[config.mk]
export PLATFORM = sky130hd
export DESIGN_NAME = kbd_cmd_sequencer
export DESIGN_NICKNAME = d
export VERILOG_FILES = /design/src/rtl/kbd_pkg.sv /design/src/rtl/kbd_timeout.sv /design/src/rtl/kbd_cmd_sequencer.sv
export SDC_FILE = /design/constraint.sdc
export NUM_CORES = 1
export LEC_CHECK = 0
export ABC_CLOCK_PERIOD_IN_PS = 3650
export BUFFER_PORTS_ARGS = -buffer_cell sky130_fd_sc_hd__buf_2
export CORE_ASPECT_RATIO = 0.9
export CORE_UTILIZATION = 25
export CTS_BUF_LIST = sky130_fd_sc_hd__clkbuf_2 sky130_fd_sc_hd__clkbuf_4 sky130_fd_sc_hd__clkbuf_8
export CTS_CLUSTER_DIAMETER = 40
export DETAILED_ROUTE_END_ITERATION = 10
export PLACE_DENSITY = 0.5
export REMOVE_ABC_BUFFERS = 1
export SYNTH_ARGS = -nofsm -noshare
export SYNTH_HDL_FRONTEND = slang
export SYNTH_HIERARCHICAL = 1
export SYNTH_SLANG_ARGS = --single-unit
[constraint.sdc]
create_clock -name clk -period 3.65 [get_ports clk]
set_input_delay 0.73 -clock clk [delete_from_list [all_inputs] [get_ports clk]]
set_output_delay 0.73 -clock clk [all_outputs]
set_load 0.005 [all_outputs]
[src/rtl/kbd_pkg.sv]
// rtl/kbd_pkg.sv - shared keyboard command codes, status bits and sequencer types
package kbd_pkg;

    localparam logic [7:0] KBD_CMD_RESET   = 8'hFF;
    localparam logic [7:0] KBD_CMD_SET_LED = 8'hED;
    localparam logic [7:0] KBD_RSP_ACK     = 8'hFA;
    localparam logic [7:0] KBD_RSP_BAT_OK  = 8'hAA;
    localparam logic [7:0] KBD_RSP_RESEND  = 8'hFE;
    localparam logic [7:0] KBD_RSP_ERROR   = 8'hFC;

    localparam int STAT_RX_READY     = 3;
    localparam int STAT_TX_READY     = 2;
    localparam int STAT_RX_OVERWRITE = 1;

    typedef enum logic [2:0] {
        IDLE, STAT_RD, STAT_WAIT, DATA_RD, DATA_WAIT, TX_WR, DONE, ERR
    } state_e;

    typedef enum logic [1:0] {
        CMD_NONE, CMD_INIT, CMD_LED
    } cmd_e;

endpackage

[src/rtl/kbd_timeout.sv]
// rtl/kbd_timeout.sv - saturating response timer, expire holds until the next load
module kbd_timeout #(
    parameter int LIMIT = 1000000
) (
    input  logic clk,
    input  logic reset,
    input  logic load_i,
    input  logic en_i,
    output logic expire_o
);

    localparam int W = $clog2(LIMIT + 1);
    localparam logic [W-1:0] LIMIT_V = W'(LIMIT);

    logic [W-1:0] cnt_q;

    always_ff @(posedge clk or posedge reset) begin
        if (reset) begin
            cnt_q <= '0;
        end else if (load_i) begin
            cnt_q <= '0;
        end else if (en_i && cnt_q != LIMIT_V) begin
            cnt_q <= cnt_q + 1'b1;
        end
    end

    assign expire_o = (cnt_q == LIMIT_V);

endmodule

[src/rtl/kbd_cmd_sequencer.sv]
// rtl/kbd_cmd_sequencer.sv - polls the keyboard port, runs INIT/LED commands with retry, forwards scan codes
module kbd_cmd_sequencer
    import kbd_pkg::*;
#(
    parameter int ACK_TIMEOUT = 1000000,
    parameter int MAX_RETRY   = 3
) (
    input  logic       clk,
    input  logic       reset,
    output logic       kb_a,
    output logic       kb_ce,
    output logic       kb_wren,
    output logic       kb_ren,
    output logic [7:0] kb_wdata,
    input  logic [7:0] kb_rdata,
    input  logic       init_req,
    input  logic       led_req,
    input  logic [2:0] led_mask,
    output logic       busy,
    output logic       done,
    output logic       error,
    output logic       scan_valid,
    output logic [7:0] scan_code,
    output logic       rx_lost
);

    localparam int RETRY_W = $clog2(MAX_RETRY + 1);
    localparam logic [RETRY_W-1:0] RETRY_MAX = RETRY_W'(MAX_RETRY);

    state_e             state_q, state_d;
    cmd_e               cmd_q, cmd_d;
    logic               step_q, step_d;
    logic               tx_pend_q, tx_pend_d;
    logic               await_q, await_d;
    logic               wait_q, wait_d;
    logic [RETRY_W-1:0] retry_q, retry_d;
    logic [2:0]         mask_q, mask_d;
    logic               scan_valid_q, scan_valid_d;
    logic [7:0]         scan_code_q, scan_code_d;
    logic               rx_lost_q, rx_lost_d;
    logic               tmr_load, tmr_expire, resend;
    logic [7:0]         tx_byte, rsp_exp;

    kbd_timeout #(.LIMIT(ACK_TIMEOUT)) u_timeout (
        .clk      (clk),
        .reset    (reset),
        .load_i   (tmr_load),
        .en_i     (await_q),
        .expire_o (tmr_expire)
    );

    always_ff @(posedge clk or posedge reset) begin
        if (reset) begin
            state_q      <= IDLE;
            cmd_q        <= CMD_NONE;
            step_q       <= 1'b0;
            tx_pend_q    <= 1'b0;
            await_q      <= 1'b0;
            wait_q       <= 1'b0;
            retry_q      <= '0;
            mask_q       <= 3'b000;
            scan_valid_q <= 1'b0;
            scan_code_q  <= 8'h00;
            rx_lost_q    <= 1'b0;
        end else begin
            state_q      <= state_d;
            cmd_q        <= cmd_d;
            step_q       <= step_d;
            tx_pend_q    <= tx_pend_d;
            await_q      <= await_d;
            wait_q       <= wait_d;
            retry_q      <= retry_d;
            mask_q       <= mask_d;
            scan_valid_q <= scan_valid_d;
            scan_code_q  <= scan_code_d;
            rx_lost_q    <= rx_lost_d;
        end
    end

    always_comb begin
        tx_byte = KBD_CMD_RESET;
        if (cmd_q == CMD_LED) begin
            tx_byte = step_q ? {5'b00000, mask_q} : KBD_CMD_SET_LED;
        end
        rsp_exp = (cmd_q == CMD_INIT && step_q) ? KBD_RSP_BAT_OK : KBD_RSP_ACK;
    end

    always_comb begin
        state_d      = state_q;
        cmd_d        = cmd_q;
        step_d       = step_q;
        tx_pend_d    = tx_pend_q;
        await_d      = await_q;
        wait_d       = wait_q;
        retry_d      = retry_q;
        mask_d       = mask_q;
        scan_valid_d = 1'b0;
        scan_code_d  = scan_code_q;
        rx_lost_d    = 1'b0;
        tmr_load     = 1'b0;
        resend       = 1'b0;

        // New commands are latched whenever none is active; the poll loop picks them up.
        if (cmd_q == CMD_NONE) begin
            if (init_req) begin
                cmd_d     = CMD_INIT;
                step_d    = 1'b0;
                tx_pend_d = 1'b1;
                await_d   = 1'b0;
                retry_d   = '0;
            end else if (led_req) begin
                cmd_d     = CMD_LED;
                mask_d    = led_mask;
                step_d    = 1'b0;
                tx_pend_d = 1'b1;
                await_d   = 1'b0;
                retry_d   = '0;
            end
        end

        case (state_q)
            IDLE: begin
                state_d = STAT_RD;
                if (await_q && tmr_expire) begin
                    resend = 1'b1;
                end
            end
            STAT_RD: begin
                state_d = STAT_WAIT;
                wait_d  = 1'b0;
            end
            STAT_WAIT: begin
                if (!wait_q) begin
                    wait_d = 1'b1;
                end else begin
                    rx_lost_d = kb_rdata[STAT_RX_OVERWRITE];
                    if (kb_rdata[STAT_RX_READY]) begin
                        state_d = DATA_RD;
                    end else if (tx_pend_q && kb_rdata[STAT_TX_READY]) begin
                        state_d = TX_WR;
                    end else begin
                        state_d = IDLE;
                    end
                end
            end
            DATA_RD: begin
                state_d = DATA_WAIT;
                wait_d  = 1'b0;
            end
            DATA_WAIT: begin
                if (!wait_q) begin
                    wait_d = 1'b1;
                end else begin
                    state_d = IDLE;
                    if (await_q && kb_rdata == rsp_exp) begin
                        tmr_load = 1'b1;
                        if (!step_q) begin
                            step_d = 1'b1;
                            if (cmd_q == CMD_LED) begin
                                tx_pend_d = 1'b1;
                                await_d   = 1'b0;
                                retry_d   = '0;
                            end
                        end else begin
                            state_d = DONE;
                            await_d = 1'b0;
                        end
                    end else if (await_q && kb_rdata == KBD_RSP_RESEND) begin
                        tmr_load = 1'b1;
                        resend   = 1'b1;
                    end else if (await_q && kb_rdata == KBD_RSP_ERROR) begin
                        state_d = ERR;
                        await_d = 1'b0;
                    end else begin
                        if (await_q) begin
                            tmr_load = 1'b1;
                        end
                        scan_valid_d = 1'b1;
                        scan_code_d  = kb_rdata;
                    end
                end
            end
            TX_WR: begin
                state_d   = IDLE;
                tx_pend_d = 1'b0;
                await_d   = 1'b1;
                tmr_load  = 1'b1;
                retry_d   = (retry_q == RETRY_MAX) ? retry_q : retry_q + 1'b1;
            end
            DONE, ERR: begin
                state_d   = IDLE;
                cmd_d     = CMD_NONE;
                tx_pend_d = 1'b0;
                await_d   = 1'b0;
            end
            default: state_d = IDLE;
        endcase

        // A resend after an INIT 0xFA restarts from the 0xFF byte, so the 0xFA is expected again.
        if (resend) begin
            await_d = 1'b0;
            if (retry_q >= RETRY_MAX) begin
                state_d = ERR;
            end else begin
                tx_pend_d = 1'b1;
                if (cmd_q == CMD_INIT) begin
                    step_d = 1'b0;
                end
            end
        end
    end

    assign kb_a       = (state_q == STAT_RD);
    assign kb_ren     = (state_q == STAT_RD) || (state_q == DATA_RD);
    assign kb_wren    = (state_q == TX_WR);
    assign kb_ce      = kb_ren || kb_wren;
    assign kb_wdata   = (state_q == TX_WR) ? tx_byte : 8'h00;
    assign busy       = (cmd_q != CMD_NONE);
    assign done       = (state_q == DONE);
    assign error      = (state_q == ERR);
    assign scan_valid = scan_valid_q;
    assign scan_code  = scan_code_q;
    assign rx_lost    = rx_lost_q;

endmodule

==> results of run 1 <==
## layout make-up
class / count / area (sq um)
flip-flops and latches: 44 / 1101
fillers: 1053 / 6924
clock inverters: 2 / 10.01
clock buffers: 6 / 82.58
repair buffers: 40 / 202.7
well taps: 126 / 157.7
multi-input cells: 201 / 1343
inverters: 13 / 48.80
## flip-flops by register name, indices dropped and copies added (netlist names)
register / count
await_q: 1
cmd_q: 2
mask_q: 3
retry_q: 2
rx_lost: 1
scan_code: 8
scan_valid: 1
state_q: 3
step_q: 1
tx_pend_q: 1
u_timeout/cnt_q: 20
wait_q: 1
## per-layer routing
metal  routed length, um  track usage (%)
met5                   0                0
met4                  49            3.077
met3                 308            1.984
met2                2586            17.71
met1                3209            17.83
## cells by family (layout without fill, tap and decap cells)
kind of cell	after synthesis	in the layout	synth area share, %
compound gates	52	52	13.27
xor+xnor	10	10	3.379
fa+ha+maj	3	3	1.448
buf+inv	28	61	5.743
flops	44	44	42.47
mux	12	12	5.936
simple gates	124	124	27.75
## power by group
part	internal (mW)	leakage (nW)	switching, mW	total [mW]
registers	0.636	0.565	0.188	0.824
logic	0.364	0.731	0.379	0.744
clock network	0.151	0.0510	0.166	0.317
total	1.15	1.35	0.733	1.88
## cell usage after synthesis, drive strengths merged, types with 2 or more instances
| master | count |
|---|---|
| a211o | 3 |
| mux2i | 3 |
| nand3 | 13 |
| nor4 | 2 |
| o22a | 3 |
| o211ai | 3 |
| nor3 | 8 |
| nand2 | 24 |
| or2 | 3 |
| and2 | 2 |
| or3 | 4 |
| dfrtp | 44 |
| nor2b | 3 |
| xor2 | 9 |
| o31ai | 5 |
| a21oi | 19 |
| or4 | 5 |
| inv | 13 |
| nor2 | 26 |
| mux2 | 9 |
| o21ai | 9 |
| and3 | 8 |
| nand2b | 4 |
| ha | 3 |
| and4 | 3 |
| nand3b | 2 |
| nand4 | 6 |
| a21o | 3 |
| buf | 13 |
| clkbuf | 2 |
| nor3b | 5 |
## worst register-to-register path: cells and delay by family (launching register included)
kind,cells,cell delay [ns]
compound gates,2,0.69
simple gates,4,0.76
buf+inv,1,0.16
flops,1,0.58
mux,1,0.16
## per-stage QoR
stage | area [sq um] | setup WS [ns] | util (%)
after global routing | 2945 | 0.7654 | 29.84
after detailed placement | 2853 | 1.120 | 28.90
final | 2945 | 0.9536 | 29.84
after floorplan | 2492 | 0.9304 | -
after global placement | 2853 | 1.128 | 28.90
after CTS | 2945 | 0.9124 | 29.84
## cells in the final DEF, fill, tap and decap left out, types with 6 or more instances in the layout
cell type | netlist | layout
a21oi_1 | 19 | 19
and3_1 | 7 | 7
buf_2 | 5 | 39
clkbuf_8 | 0 | 6
dfrtp_1 | 44 | 44
inv_1 | 12 | 12
mux2_4 | 6 | 6
nand2_1 | 24 | 24
nand3_1 | 11 | 11
nor2_1 | 26 | 26
nor3_1 | 7 | 7
o21ai_0 | 9 | 8
xor2_1 | 9 | 9
## worst paths after layout
check / endpoint / depth (start not counted)
worst max-delay path: kb_wdata[5] / 5
worst min-delay path: scan_code[6] / 1
worst max register to register: u_timeout/cnt_q[1] / 8
worst min register to register: scan_code[6] / 1
max in group asynchronous: scan_code[6] / 2
min in group asynchronous: u_timeout/cnt_q[18] / 2
==> results by group, run 1 <==
Placement
  – Placed insts: 424
  – Final GP Congestion: 0.8231
  – HPWL after DPL: 4.578 mm
  – Count of input and output buffers: 39

STA
  – Hold slack: 0.5095 ns
  – Setup tns final: 0 ns
  – Setup-failing EPs final: 0
  – Fin crit share: between 70% and 80%
  – Fin crit period: between 2 and 3 ns
  – Fmax: 370.9 MHz
  – RSZ-0062 raised after global routing: no
  – Slew HR: 35.66%
  – Final hold vios: 0
  – Slew @ Worst Pin: 0.9641 ns
  – Max-slew violations: 0
  – Clock skew: 0.01163 ns

Critical path
  – R2r setup slk: 1.17 ns
  – Setup CP Type: flip-flop to output port
  – Setup crit end kind: output port
  – Largest stage delay on the critical path: 0.58 ns
  – CP delay by family, top: flip-flops
  – Worst-path cell with the longest stage delay: dfrtp_1
  – Worst-path maximum fanout: 11
  – Critical R2R Launch: state_q[2]
  – Launch point of the worst path: state_q[2]
  – Startpoint types: flip-flop
  – Critical-path cell list: inv_2 -> nor2_1 -> nand2_1 -> a21oi_1 -> buf_2
  – Req. time, crit path: 2.92 ns
  – Arr. time, crit path: 1.97 ns
  – Crit path buf inv count: 2

Clock network
  – # H-tree levels: 2
  – Clock Tree Buf Depth: 2
  – Clock Tree Root: clkbuf_8
  – Cts repair resizes: 0
  – Sink Count: 44
  – Hold_buf cts: 0
  – Total CTS buffers: 5
  – Setup Buffers After CTS: 0
  – CTS tree: yes
  – Clk slew on worst S/H paths: 0.08 ns
  – Worst skew pair latency: around 0.29 ns

Synthesis
  – Synthesized flop and latch total: 44
  – Number of synthesized flops with an enable pin: 0
  – FFs w/ async S/R, synth: between 90% and 100%
  – Synth area leaders: dfrtp_1, nor2_1, a21oi_1
  – Share of the yosys chip area belonging to registers: a little over two fifths
  – Post-Syn Area: 2592 sq um
  – Syn avg cell area: 9.496 sq um
  – Gate Count Post-Synth: 273
  – Distinct cells, synth: 62
  – Synth Flop Type: dfrtp_1
  – Synth area leader: dfrtp_1
  – Ys Warns: 6
  – Area share of the largest cell type after synthesis: 42.47%

Run status
  – Status: finished clean

Route
  – Final WL: about 6 mm
  – Initial DRC Count: 94
  – Antenna Violating Nets Remaining: 0
  – Via/cell ratio: 4.873
  – # DRC: 0
  – Routed length per instance: 14.25 um
  – Via count: 2105
  – DR pass1 iterations: 4

Pwr
  – Leak: 1.347 nW
  – Total power divided by cell area: 639.8 nW/um^2
  – Pwr Total: ~1.9 mW
  – Peak supply drop: 0.0002971 V

Cells and area
  – Inserted Diodes: 0
  – Layout area overhead: 13.61%
  – Fin nets: 323
  – Layout Cells excl Fill: 432
  – Layout cells sized above 1: 24.51%

Die
  – Placement row count: 34
  – Vert. Die Dim: ~100 um
  – Initial Util: 26.27%
  – Core footprint: 9869 sq um
  – I/O pin total: 40
  – Die Width: 109.3 um
  – Die area: 10780 sq um

GRT
  – GRT Util Overall: 11.95%
  – Initial antenna violation count: 0
  – Largest net degree at the start of global routing: 25
  – Global route total overflow: 0
  – First-pass GRT wire length: roughly 10 mm
  – Number of global-route vias before repair: roughly 2k

Worst hold path
  – Hold Startpoint: scan_code[6]
  – Hold/Removal Path Class: flip-flop to flip-flop

Job
  – Max-Cap Viols: 0
No activity file was read; power rests on OpenSTA's default activity.
==> run 2: changes to the inputs <==
--- a/config.mk
+++ b/config.mk
@@ -5,14 +5,15 @@
 export SDC_FILE = /design/constraint.sdc
 export NUM_CORES = 1
 export LEC_CHECK = 0
-export ABC_CLOCK_PERIOD_IN_PS = 3650
+export ABC_AREA = 1
+export ABC_CLOCK_PERIOD_IN_PS = 2800
 export BUFFER_PORTS_ARGS = -buffer_cell sky130_fd_sc_hd__buf_2
 export CORE_ASPECT_RATIO = 0.9
 export CORE_UTILIZATION = 25
 export CTS_BUF_LIST = sky130_fd_sc_hd__clkbuf_2 sky130_fd_sc_hd__clkbuf_4 sky130_fd_sc_hd__clkbuf_8
 export CTS_CLUSTER_DIAMETER = 40
 export DETAILED_ROUTE_END_ITERATION = 10
-export PLACE_DENSITY = 0.5
+export PLACE_DENSITY = 0.49
 export REMOVE_ABC_BUFFERS = 1
 export SYNTH_ARGS = -nofsm -noshare
 export SYNTH_HDL_FRONTEND = slang
==> constraint.sdc (replaced) <==
create_clock -name clk -period 2.8 [get_ports clk]
set_input_delay 0.56 -clock clk [delete_from_list [all_inputs] [get_ports clk]]
set_output_delay 0.56 -clock clk [all_outputs]
set_load 0.005 [all_outputs]
==> results by group, run 2 <==
Pwr
  – Sequential share of power: 40.2% (-3.5 points)
  – Total power divided by cell area: 737.6 nW/um^2 (+15%)
  – Pint: 1.437 mW (+25%)
  – Switching Power: 995.8 uW (+36%)
  – Clk pwr share: 20.7% (+3.9 points)
  – Leak: 1.646 nW (+22%)
  – Peak supply drop: 0.0002246 V (-24%)
  – Comb power frac: 39.0% (-0.5 points)
  – Switching Fraction: 40.93% (+2.1 points)

Placement
  – Placed insts: 588 (+39%)
  – HPWL after DPL: 5.490 mm (+20%)
  – Pre-CTS setup slack: 0.5409 ns (-0.5796 ns)
  – Final GP Congestion: 0.8188 (-0.52%)
  – Placed Instance Area: 3187 sq um (+12%)
  – Count of input and output buffers: 39 (unchanged)

Clock network
  – Clock Tree Buf Depth: 2 (unchanged)
  – Clk slew on worst S/H paths: 0.09 ns (about the same)
  – CTS tree: yes
  – Sink Count: 44 (unchanged)
  – Cts repair resizes: 0 (unchanged)
  – Total CTS buffers: 5 (unchanged)
  – Clock Tree Root: clkbuf_8
  – Hold_buf cts: 0 (unchanged)
  – # H-tree levels: 2 (unchanged)
  – Worst skew pair latency: 0.29 ns (about the same)
  – Setup Buffers After CTS: 0 (unchanged)

Synthesis
  – Post-Syn Area: 2848 sq um (+9.8%)
  – Number of synthesized flops with an enable pin: 0 (unchanged)
  – Synth area leaders: dfrtp_1, nand2_1, nor2_1
  – Synth area leader: dfrtp_1
  – Ys Warns: 6 (unchanged)
  – Gate Count Post-Synth: 404 (+48%)
  – Distinct cells, synth: 33 (-47%)
  – Commonest cells in the synthesized netlist: nand2_1, nor2_1, inv_1
  – FFs w/ async S/R, synth: 100.0% (unchanged)
  – Synth Flop Type: dfrtp_1
  – Share of the yosys chip area belonging to registers: 38.66% (-3.8 points)
  – Area share of the largest cell type after synthesis: 38.66% (-3.8 points)
  – Syn avg cell area: 7.049 sq um (-26%)
  – Most frequent cell after synthesis: nand2_1
  – Synthesized flop and latch total: 44 (unchanged)

Critical path
  – Worst-path cell with the longest stage delay: dfrtp_1
  – R2r setup slk: 0.54 ns (-0.63 ns)
  – CP delay by family, top: buffers and inverters
  – Register-to-Register Path Depth: 9 (+1)
  – CP endpoint: kb_wdata[3]
  – Critical R2R Launch: state_q[1]
  – Setup crit end kind: output port
  – Crit path buf inv count: 3 (+1)
  – Worst path depth: 6 (+1)
  – Reg2reg end: u_timeout/cnt_q[11]
  – Crit-path most repeated cell: inv_1
  – Startpoint types: flip-flop
  – Setup CP Type: flip-flop to output port
  – Arr. time, crit path: 1.79 ns (-0.18 ns)
  – Req. time, crit path: 2.24 ns (-0.68 ns)
  – Launch point of the worst path: state_q[1]
  – Critical-path cell list: inv_1 -> nand2_1 -> nor2_1 -> inv_1 -> a21oi_1 -> buf_2
  – Worst-path maximum fanout: 7 (-4)
  – Largest stage delay on the critical path: 0.48 ns (-0.10 ns)

Route
  – Via count: 2635 (+25%)
  – Final WL: 7.112 mm (+16%)
  – DR pass1 iterations: 6 (+2)
  – Via/cell ratio: 4.421 (-9.3%)
  – Routed length per instance: 11.93 um (-16%)
  – # DRC: 0 (unchanged)
  – Antenna Violating Nets Remaining: 0 (unchanged)
  – Initial DRC Count: 176 (+87%)

Cells and area
  – Most common cell after layout, fill and taps aside: nand2_1
  – Fillcell total: 1199 (+14%)
  – Max reg flops: 20 (unchanged)
  – FF/Latch Area: 1101 sq um (unchanged)
  – Most frequent cells in the layout: nand2_1, nor2_1, inv_1
  – Layout Cells excl Fill: 596 (+38%)
  – Layout area overhead: 15.82%
  – Fin nets: 461 (+43%)
  – Cell area after layout: 3298 sq um (+12%)
  – Largest Register: u_timeout/cnt_q
  – Multi-input gate area: 1479 sq um (+10%)
  – Layout cells sized above 1: 17.57% (-6.9 points)
  – Inserted Diodes: 0 (unchanged)

GRT
  – Initial antenna violation count: 0 (unchanged)
  – Met1 global-route usage: 19.38% (+1.5 points)
  – Met2 usage: 18.93% (+1.2 points)
  – Largest net degree at the start of global routing: 25 (unchanged)
  – Number of global-route vias before repair: 2437 (+20%)
  – First-pass GRT wire length: 11.91 mm (+17%)
  – Grt peak-use layer: met1
  – M3 GR Usage: 1.807% (-0.18 points)
  – Global route total overflow: 0 (unchanged)
  – GRT Util Overall: 12.73% (+0.78 points)

STA
  – Clock skew: 0.01243 ns (+0.0007977 ns)
  – Fmax: 425.3 MHz
  – Setup-failing EPs final: 0 (unchanged)
  – Slew @ Worst Pin: 0.8300 ns (-0.1341 ns)
  – Slew HR: 44.61% (+9.0 points)
  – Fin crit period: 2.351 ns
  – RSZ-0062 raised after global routing: no
  – Max-slew violations: 0 (unchanged)
  – Setup tns final: 0 ns (unchanged)
  – Fin crit share: 83.97%
  – PnR worst setup slack: 0.4489 ns (-0.5047 ns)
  – Hold slack: 0.3094 ns (-0.2001 ns)
  – Final hold vios: 0 (unchanged)

Job
  – Max-Cap Viols: 0 (unchanged)

Die
  – Core footprint: 10950 sq um (+11%)
  – Vert. Die Dim: 103.3 um (+4.7%)
  – I/O pin total: 40 (unchanged)
  – Initial Util: 26.02% (-0.25 points)
  – Die area: 11820 sq um (+9.7%)
  – Die Width: 114.5 um (+4.7%)
  – Placement row count: 36 (+5.9%)

Worst hold path
  – Hold/Removal Path Class: input port to asynchronous set/reset pin

Run status
  – Status: finished clean
-- run 2: cell types whose count changed after synthesis, sizes merged, moves of 5 or more --
cell   delta
o21ai     +7
and3      -8
nor3b     -5
a21oi     -9
or4       -5
nand3    +28
mux2      -6
inv      +35
nor2     +44
nand2    +90
-- run 2: area by class of cell --
class | count | share of cell area, %
clock buffers | 6 | 2.314
clock inverters | 2 | 1.062
inverters | 51 | 5.804
multi-input cells | 298 | 44.84
flip-flops and latches | 44 | 33.38
well taps | 152 | 5.766
repair buffers | 43 | 6.829
-- run 2: power groups by stage --
stage / registers, mW / clock network [mW] / logic, mW
2_1_floorplan: 0.982 / 0 / 0.601
4_1_cts: 0.979 / 0.522 / 0.957
6_report: 0.979 / 0.505 / 0.949
5_1_grt: 1.01 / 0.545 / 1.08
3_3_place_gp: 0.990 / 0 / 0.956
3_5_place_dp: 0.990 / 0 / 0.952
-- run 2: how the worst min path moves through the flow --
| stage | start | endpoint | slack, ns | cells after the start |
|---|---|---|---|---|
| final | reset | scan_code[1] | 0.31 | 3 |
| after global routing | reset | scan_code[1] | 0.35 | 3 |
| after CTS | reset | scan_code[1] | 0.32 | 3 |
| after detailed placement | scan_code[4] | scan_code[4] | 0.46 | 2 |
| after global placement | scan_code[6] | scan_code[6] | 0.46 | 2 |
| after floorplan | scan_code[4] | scan_code[4] | 0.47 | 2 |
-- run 2: logic make-up after synthesis --
kind of cell / Yosys count / synth area share, %
adder cells (fa/ha/maj): 3 / 1.318
AO/OA/AOI/OAI: 32 / 7.030
flip-flops: 44 / 38.66
AND/OR/NAND/NOR: 248 / 38.71
XOR/XNOR: 12 / 3.691
multiplexers: 3 / 1.186
buffers and inverters: 62 / 9.403
-- run 2: worst register-to-register path, delay by kind of cell (launching register included) --
kind | cells | cell delay [ns]
buf+inv | 4 | 0.86
flops | 1 | 0.48
simple gates | 5 | 0.81
-- run 2: stage by stage --
stage	power, mW	util (%)
6_report	2.433	30.13
5_1_grt	2.641	30.13
4_1_cts	2.458	30.13
3_5_place_dp	1.943	29.12
3_3_place_gp	1.947	29.12
2_1_floorplan	1.583	-
-- run 2: metal layers --
| layer | share of wire (%) | vias up |
|---|---|---|
| li1 | - | 1358 |
| met1 | 53 | 1220 |
| met2 | 42 | 55 |
| met3 | 3.8 | 2 |
| met4 | 0.56 | 0 |
| met5 | 0 | - |
